**src/rtl/serial_frame_feeder.sv**
```systemverilog
// Parallel-to-serial frame feeder: accepts words on a valid/ready handshake and
// emits them one bit per programmable bit period, with a per-bit clock-enable strobe.
module serial_frame_feeder #(
   parameter int unsigned WIDTH = 8,
   parameter int unsigned DIV_W = 4,
   parameter int unsigned FCW   = 16
) (
   input  logic             clk,
   input  logic             rst,
   input  logic [WIDTH-1:0] in_data,
   input  logic             in_valid,
   output logic             in_ready,
   input  logic [DIV_W-1:0] div,
   input  logic             msb_first,
   output logic             so,
   output logic             so_en,
   output logic             busy,
   output logic             done,
   output logic [FCW-1:0]   frame_cnt
);

   localparam int unsigned BW = (WIDTH > 1) ? $clog2(WIDTH) : 1;
   localparam logic [BW-1:0] LAST_BIT = BW'(WIDTH - 1);

   typedef enum logic {IDLE, SHIFT} state_t;

   state_t           state;
   logic [WIDTH-1:0] word;
   logic [BW-1:0]    bit_cnt;
   logic [DIV_W-1:0] tick;
   logic [DIV_W-1:0] div_l;
   logic [FCW-1:0]   cnt;
   logic             strobe;
   logic             last;
   logic             accept;
   logic [WIDTH-1:0] load_word;

   function automatic logic [WIDTH-1:0] reverse(input logic [WIDTH-1:0] v);
      logic [WIDTH-1:0] r;
      r = '0;
      for (int unsigned i = 0; i < WIDTH; i++)
         r[i] = v[WIDTH-1-i];
      return r;
   endfunction

   // Words are stored in send order so the outgoing bit is always word[WIDTH-1];
   // bit order is resolved once at load, which is how msb_first gets latched.
   assign load_word = msb_first ? in_data : reverse(in_data);

   assign strobe   = (state == SHIFT) && (tick == '0);
   assign last     = strobe && (bit_cnt == LAST_BIT);
   assign in_ready = (state == IDLE) || last;
   assign accept   = in_valid && in_ready;

   assign so_en     = strobe;
   assign done      = last;
   assign busy      = (state == SHIFT);
   assign so        = word[WIDTH-1];
   assign frame_cnt = cnt;

   always_ff @(posedge clk or negedge rst) begin
      if (!rst) begin
         state   <= IDLE;
         word    <= '0;
         bit_cnt <= '0;
         tick    <= '0;
         div_l   <= '0;
         cnt     <= '0;
      end else begin
         if (last)
            cnt <= cnt + FCW'(1);
         if (accept) begin
            state   <= SHIFT;
            word    <= load_word;
            div_l   <= div;
            tick    <= div;
            bit_cnt <= '0;
         end else if (state == SHIFT) begin
            if (tick != '0) begin
               tick <= tick - DIV_W'(1);
            end else if (last) begin
               // word is left unshifted so so keeps the final bit while idle
               state <= IDLE;
            end else begin
               bit_cnt <= bit_cnt + BW'(1);
               tick    <= div_l;
               word    <= word << 1;
            end
         end
      end
   end

endmodule

```
**config.mk**
```make
export PLATFORM = sky130hd
export DESIGN_NAME = serial_frame_feeder
export DESIGN_NICKNAME = d
export VERILOG_FILES = /design/src/rtl/serial_frame_feeder.sv
export SDC_FILE = /design/constraint.sdc
export NUM_CORES = 1
export LEC_CHECK = 0
export ABC_CLOCK_PERIOD_IN_PS = 2250
export CAP_MARGIN = 20
export CORE_ASPECT_RATIO = 1.4
export CORE_UTILIZATION = 51
export DETAILED_ROUTE_END_ITERATION = 10
export GPL_TIMING_DRIVEN = 0
export MAX_ROUTING_LAYER = met4
export PLACE_DENSITY = 0.79
export SLEW_MARGIN = 20
export SYNTH_ARGS = -nofsm -noshare
export SYNTH_HDL_FRONTEND = slang
export SYNTH_SLANG_ARGS = --single-unit
export TNS_END_PERCENT = 1
```
**constraint.sdc**
```tcl
create_clock -name clk -period 2.25 [get_ports clk]
set_input_delay 0.45 -clock clk [delete_from_list [all_inputs] [get_ports clk]]
set_output_delay 0.45 -clock clk [all_outputs]
set_load 0.02 [all_outputs]
```
Word-level counts from Yosys, hierarchy flattened:

Index checks and enable logic that the tools add are counted.

* $add $sub $neg: 3
* equality and inequality tests: 4
* mux-type cells: 17
* bitwise operators: 1
* reductions and logical operators: 9

Operators by type and width (count)
* $mux 8: 5
* $add 16x1->16 const B: 1
* $mux 4: 4
* $mux 3: 4
* $logic_not 4->1: 1
* $mux 1: 4
* $reduce_bool 4->1: 1
* $sub 4x1->4 const B: 1
* $add 3x1->3 const B: 1
* $eq 3x3->1 const B: 1
* $logic_and 1x1->1: 3
* $ne 3x1->1 const B: 1
* $reduce_and 3->1: 1
* $ne 2x1->1 const B: 1
* $ne 2x2->1 const B: 1
* $reduce_and 2->1: 1
* $reduce_bool 2->1: 1
* $logic_or 1x1->1: 1
* $not 1->1: 1

* bits in registers: 36
* bits of input ports: 16
* output and inout bits: 21
* word-level logic and storage cells: 40

Depth between registers and ports, before layout:

Gate-level depths: netlist of run 1.

* word-level depth: 7
* depth in mapped cells: 8
* gate-level depth less buffers: 6

Least setup slack after synthesis of run 1:

OpenSTA, ideal clock, no wires.

* path kind: register -> output
* from: register tick[0]
* to: output port so_en
* data arrival time: 1.447 ns
* data required time: 1.800 ns
* setup slack: 0.353 ns
* cell stages (with the launch flop): 5
* buffers on the path: 0
* cells stage by stage: dfrtp_1 -> inv_1 -> ha_1 -> or3b_2 -> nor2_1

* word-level cells in the longest chain between the ends: 2

Ends and longest elaborated chain
* start: declaration: line 30 `logic [DIV_W-1:0] tick;`
* start signal: assignment: line 76 `tick <= div;`
* start signal: assignment: line 80 `tick <= tick - DIV_W'(1);`
* start signal: assignment: line 86 `tick <= div_l;`
* $logic_not 4->1: line 50 `assign strobe = (state == SHIFT) && (tick == '0);`
* $logic_and 1x1->1: line 50
* end: declaration: line 16 `output logic so_en,`

Every way passes these cells.

Worst setup path after layout of run 1:

Ends and elaborated chain as after synthesis.

==> results of run 1 <==
-- cell families (layout without fill, tap and decap cells) --
| family | Yosys count | after routing | synth area share, % |
|---|---|---|---|
| compound gates | 33 | 33 | 12.9 |
| xor+xnor | 15 | 15 | 7.12 |
| fa+ha+maj | 4 | 4 | 2.71 |
| buf+inv | 14 | 58 | 3.80 |
| flops | 36 | 36 | 48.8 |
| mux | 5 | 5 | 2.78 |
| simple gates | 80 | 80 | 21.8 |
-- layer usage --
| metal | share of wire [%] | vias to the layer above | global-route usage (%) |
|---|---|---|---|
| met5 | 0 | - | - |
| met4 | 1.4 | 0 | 6.43 |
| met3 | 3.8 | 5 | 5.00 |
| met2 | 54 | 38 | 42.1 |
| met1 | 41 | 730 | 28.0 |
| li1 | - | 736 | - |
-- metrics by stage --
step / area (µm²) / hold slack (ns) / setup WS (ns)
4_1_cts: 2360 / 0.0271 / 0.0501
5_1_grt: 2360 / 0.0308 / 0.0125
6_report: 2360 / 0.0225 / 0.0949
3_3_place_gp: 2250 / 0.458 / -0.151
2_1_floorplan: 1850 / 0.154 / 0.353
3_5_place_dp: 2260 / 0.330 / -0.176
-- worst reg2reg max path, cell delays in order (launching register included) --
cell and delay (ns):
dfrtp_1 0.40, ha_1 0.17, ha_1 0.19, nand4bb_1 0.13, buf_6 0.17, a21bo_2 0.25, buf_6 0.15, a211oi_1 0.32
o31ai_1 0.10
-- registers in the layout (all words and copies together) (netlist names) --
| register | flops |
|---|---|
| bit_cnt | 3 |
| busy | 1 |
| word | 8 |
| frame_cnt | 16 |
| tick | 4 |
| div_l | 4 |
-- cell usage in the layout, fill, tap and decap left out, drive strengths merged, types with 4 or more instances in the layout --
| cell type | instances |
|---|---|
| dfrtp | 36 |
| nand2 | 34 |
| clkdlybuf4s50 | 31 |
| nor2 | 14 |
| xnor2 | 12 |
| buf | 10 |
| nand3 | 9 |
| nor2b | 8 |
| a211oi | 8 |
| clkbuf | 8 |
| inv | 7 |
| o31ai | 7 |
| o21ai | 5 |
| a21oi | 4 |
| nand4 | 4 |
| mux2i | 4 |
| ha | 4 |
| nor3 | 4 |
-- worst min-delay path by stage --
stage,startpoint,end,slack [ns],cells after the start
after floorplan,rst,bit_cnt[0],0.15,0
after detailed placement,rst,frame_cnt[12],0.33,1
final,rst,frame_cnt[11],0.02,1
after global placement,div_l[1],div_l[1],0.46,2
after global routing,rst,frame_cnt[12],0.03,1
after CTS,rst,frame_cnt[12],0.03,1
-- where the power goes --
part	internal, W	switching [W]	leakage [nW]
clock network	0.000244	0.000224	0.0510
registers	0.000768	0.000116	0.477
logic	0.000265	0.000278	0.528
total	0.00128	0.000618	1.06
-- layout make-up --
class	instances	area, µm²
Fill cell	274	1050
Sequential cell	36	901
Multi-Input combinational cell	137	892
Timing Repair Buffer	36	353
Clock buffer	6	82.6
Tap cell	40	50.0
Buffer	7	47.5
Inverter	7	26.3
Clock inverter	2	10.0
-- timing repair --
item | CTS | global route
endpoints found under the setup margin | 3 | 2
gates resized for setup | 15 | 4
pin swaps | 0 | 0
==> metrics.cfg, run 1 <==
[route]
wl_mm=3.86
viasPerCell=5.57
vias=1509
ant_nets=0
drt_iter0_markers=42
firstDrtPassIters=5
wire_per_inst_um=14.3
route.detailed.drc=0

[clocking]
cts_buffers=5
clk_pin_slew_ns=0.07
tritoncts=done
post_cts_buffers=0
clkSinkCount=36
h-tree-depth=2
cts-root-buf=clkbuf_8
clockBufferDepth=2
insertion_delay_ns=0.29
hold_buffers=0

[grt]
grt_max_degree=28
grt_overflow=0
grt_pass1_wl_mm=6.73
grt_usage_pct=24.3
antenna_found_initial=0
grt_pass1_vias=1560

[worst_setup_path]
start_kind=flip-flop
crit_chain=inv_1 > ha_2 > or3b_4 > nor2_1 > buf_2
critical_path_class=flip-flop to output pin
endpoint_kind=output pin
worstReg2RegStart=bit_cnt[0]
critPathMaxStageDelay_ns=0.42
critPathMaxFanout=7
path_depth=5
startpoint=tick[0]
reg2reg_depth=8
worstPathRequired_ns=1.80
cp.arrival_ns=1.71
r2r_setup_slack_ns=0.25
cp-endpoint=so_en
crit_buf_inv=2
timing.rr.end=word[7]
cp_top_family=simple AND/OR/NAND/NOR gates
crit_slowest_cell=dfrtp_1

[logic_synthesis]
syn_area_per_cell_um2=9.87
synth_cell_types=40
synth_top_area_share_pct=48.8
synthTopCellsByArea=dfrtp_1 (49%), nand2_1 (6.7%), xnor2_1 (5.7%)
yosysWarnings=0
synth_fp_nets=207
synth_edf_count=0
syn_inst=187
synth_most_common_cell=dfrtp_1
synth_largest_area_cell=dfrtp_1
ys_ff_latch=36
synth_area_mm2=0.00185
synthArstFlopShare_pct=100
ys_top_cells_by_count=dfrtp_1 (36), nand2_1 (33), nor2_1 (14)
ys_seq_area_share_pct=48.8
ys.flop_type=dfrtp_1

[timing]
min_period_ns=2.16
setup_viol=0
skew_ns=0.00482
tightest_slew_ns=0.476
fmax_mhz=464
relSlewSlack_pct=67.5
rsz0062_at_grt=false
hold_viol_final=0
finalCritPeriodShare_pct=95.8
fin_setup_tns_ns=0
maxSlewViolCount=0

[placement]
portBuffers=35
gp_congestion=0.787
dp_hpwl_mm=2.93
dpl.cell_count=263

[floorplanning]
dieArea_mm2=0.00387
rows=25
ios=37
core_area_mm2=0.00341
fp.dieH_um=73.2
die_x_um=52.8
initial_core_util_pct=54.1

[power_and_ir_drop]
ir_drop_mv=0.737
power.total_w=0.00189
powerDensity_mw_per_mm2=802
leakage_nw=1.06

[cells_and_area]
nets=250
area_growth_syn_to_layout_pct=28.0
instances_no_fill=271
drive_above_1_share_pct=12.6
fin_util_pct=69.3
diodes=0

[flow_run]
cap_violations=0

[status]
status=complete, no violations

[hold_path]
worstHoldPathType=input pin to asynchronous set/reset pin

No activity file was read; power rests on OpenSTA's default activity.
==> inputs of run 2 (changes only) <==
--- a/config.mk
+++ b/config.mk
@@ -17,4 +17,4 @@
 export SYNTH_ARGS = -nofsm -noshare
 export SYNTH_HDL_FRONTEND = slang
 export SYNTH_SLANG_ARGS = --single-unit
-export TNS_END_PERCENT = 1
+export TNS_END_PERCENT = 20
==> results of run 2 <==
No change in the layout: final DEF, timing and power equal those of run 1.
==> inputs of run 3 (changes only) <==
--- a/config.mk
+++ b/config.mk
@@ -5,10 +5,11 @@
 export SDC_FILE = /design/constraint.sdc
 export NUM_CORES = 1
 export LEC_CHECK = 0
+export ABC_AREA = 1
 export ABC_CLOCK_PERIOD_IN_PS = 2250
 export CAP_MARGIN = 20
 export CORE_ASPECT_RATIO = 1.4
-export CORE_UTILIZATION = 51
+export CORE_UTILIZATION = 52
 export DETAILED_ROUTE_END_ITERATION = 10
 export GPL_TIMING_DRIVEN = 0
 export MAX_ROUTING_LAYER = met4
==> run 3 against run 2 <==
Net effect: synthesized cell count rose by 53%; fmax rose by 2.2%; register-to-register slack improved by 0.26 ns; wire length rose by 11%; worst hold slack improved by 0.026 ns; worst setup slack improved by 0.047 ns; sequential share of layout area fell by 3.4 points; die area rose by 9.4%; critical path type unchanged; highest routed layer unchanged.
==> metrics.cfg, run 3 <==
[clocking]
clockBufferDepth=2  ; unchanged
h-tree-depth=2  ; unchanged
cts_buffers=5  ; unchanged
hold_buffers=0  ; unchanged
tritoncts=done
insertion_delay_ns=0.29  ; about the same
cts-root-buf=clkbuf_8
clk_pin_slew_ns=0.07  ; about the same
clkSinkCount=36  ; unchanged

[cells_and_area]
fin_util_pct=70.0  ; +0.72 points
nets=354  ; +42%
drive_above_1_share_pct=8.68  ; -3.9 points
final_common_cell=nand2_1
instances_no_fill=376  ; +39%
area_growth_syn_to_layout_pct=25.8
diodes=0  ; unchanged
multiInputGateArea_mm2=0.00102  ; +14%
mostFrequentLayoutCells=nand2_1 (117), dfrtp_1 (36), nor2_1 (32)
fillers=341  ; +24%
largest_register_ffs=16  ; unchanged
register_area_um2=901  ; unchanged

[logic_synthesis]
ys_seq_area_share_pct=43.6  ; -5.2 points
synth_most_common_cell=nand2_1
synthArstFlopShare_pct=100  ; unchanged
syn_area_per_cell_um2=7.19  ; -27%
syn_inst=287  ; +53%
synth_fp_nets=307  ; +48%
synth_top_area_share_pct=43.6  ; -5.2 points
synth_cell_types=22  ; -45%
synth_edf_count=0  ; unchanged
synth_area_mm2=0.00206  ; +12%
synthTopCellsByArea=dfrtp_1 (44%), nand2_1 (21%), nor2_1 (5.8%)
ys_ff_latch=36  ; unchanged
ys.flop_type=dfrtp_1
yosysWarnings=0  ; unchanged
ys_top_cells_by_count=nand2_1 (117), dfrtp_1 (36), nor2_1 (32)
synth_largest_area_cell=dfrtp_1

[placement]
gp_congestion=0.832  ; +5.6%
dp_hpwl_mm=3.21  ; +9.8%
dpl.cell_count=365  ; +39%
portBuffers=35  ; unchanged

[timing]
maxSlewViolCount=0  ; unchanged
min_period_ns=2.11  ; -0.0471 ns
setup_viol=0  ; unchanged
skew_ns=0.00698  ; +0.00217 ns
fin_hold_ws_ns=0.0484  ; +0.0259 ns
tightest_slew_ns=0.472  ; -0.00417 ns
relSlewSlack_pct=68.6  ; +1.1 points
fmax_mhz=474  ; +2.2%
hold_viol_final=0  ; unchanged
fin_setup_tns_ns=0  ; unchanged
finalCritPeriodShare_pct=93.7  ; -2.1 points
rsz0062_at_grt=false

[power_and_ir_drop]
power.total_w=0.00211  ; +11%
powerDensity_mw_per_mm2=813  ; +1.4%
ir_drop_mv=0.710  ; -3.7%
leakage_nw=1.34  ; +27%

[hold_path]
worstHoldPathType=input pin to asynchronous set/reset pin

[worst_setup_path]
worstPathRequired_ns=1.80  ; about the same
critPathMaxStageDelay_ns=0.38  ; -0.04 ns
endpoint_kind=output pin
critPathMaxFanout=9  ; +2
worstReg2RegStart=bit_cnt[0]
r2r_setup_slack_ns=0.51  ; +0.26 ns
critical_path_class=flip-flop to output pin
start_kind=flip-flop
startpoint=tick[0]
cp.arrival_ns=1.66  ; -0.05 ns
crit_slowest_cell=dfrtp_1
crit_chain=inv_1 > ha_4 > nand4_1 > inv_4 > clkdlybuf4s15_2

[route]
wl_mm=4.28  ; +11%
drt_iter0_markers=48  ; +14%
firstDrtPassIters=5  ; unchanged
wire_per_inst_um=11.4  ; -20%
vias=1895  ; +26%
viasPerCell=5.04  ; -9.5%
ant_nets=0  ; unchanged
route.detailed.drc=0  ; unchanged

[grt]
grt_overflow=0  ; unchanged
grt_pass1_wl_mm=8.02  ; +19%
grt_max_degree=25  ; -11%
grt_usage_pct=24.4  ; +0.11 points
grt_pass1_vias=1904  ; +22%
antenna_found_initial=0  ; unchanged

[floorplanning]
ios=37  ; unchanged
dieArea_mm2=0.00423  ; +9.4%
initial_core_util_pct=55.7  ; +1.5 points
core_area_mm2=0.00371  ; +8.8%
die_x_um=55.3  ; +4.6%
fp.dieH_um=76.6  ; +4.6%
rows=26  ; +4.0%

[flow_run]
cap_violations=0  ; unchanged

[status]
status=complete, no violations

-- run 3: cell type report --
class	count	area share, %
well taps	42	2.02
multi-input cells	216	39.3
flip-flops and latches	36	34.7
repair buffers	40	14.9
inverters	28	4.14
clock inverters	1	0.193
plain buffers	7	1.93
clock buffers	6	2.80
-- run 3: timing repair --
item | in CTS | in global routing
setup buffers | 0 | 4
gates resized for setup | 7 | 6
pin swaps | 0 | 2
endpoints found under the setup margin | 3 | 3
-- run 3: per-stage QoR --
stage | setup WS, ns | cell area, µm²
6_report | 0.142 | 2600
3_3_place_gp | -0.0831 | 2470
4_1_cts | -0.136 | 2560
3_5_place_dp | -0.120 | 2480
2_1_floorplan | 0.594 | 2060
5_1_grt | 0.00292 | 2600
-- run 3: path summary, 6_finish.rpt --
check                           endpoint  cells after the start
worst max-delay path                done                      5
worst min-delay path                busy                      1
worst max register to register   word[2]                     10
worst min register to register   word[7]                      2
max in group asynchronous        word[1]                      2
min in group clk                 word[7]                      2
-- run 3: critical path, delay by kind of cell (launching register included) --
family	cells	cell delay [ns]
buf+inv	3	0.60
simple gates	1	0.18
fa+ha+maj	1	0.20
flops	1	0.38
-- run 3: logic make-up (layout without fill, tap and decap cells) --
| kind of cell | after synthesis | after routing | share of synthesized area [%] |
|---|---|---|---|
| AO/OA/AOI/OAI | 24 | 24 | 6.67 |
| buffers and inverters | 35 | 82 | 7.51 |
| AND/OR/NAND/NOR | 178 | 178 | 35.5 |
| flip-flops | 36 | 36 | 43.6 |
| adder cells (fa/ha/maj) | 4 | 4 | 2.42 |
| XOR/XNOR | 10 | 10 | 4.24 |
-- run 3: where the power goes --
part           total, W  leakage [nW]  internal (W)  switching, W
combinational  0.000750         0.832      0.000320      0.000429
sequential     0.000927         0.468      0.000807      0.000120
clock          0.000433        0.0410      0.000210      0.000223
total           0.00211          1.34       0.00134      0.000773
-- run 3: routing by layer --
layer / wire length, µm / part of all wire [%] / GRT usage, %
met2: 2250 / 52 / 44.5
met1: 1790 / 42 / 25.4
met4: 105 / 2.5 / 9.75
met3: 138 / 3.2 / 4.58
met5: 0 / 0 / -
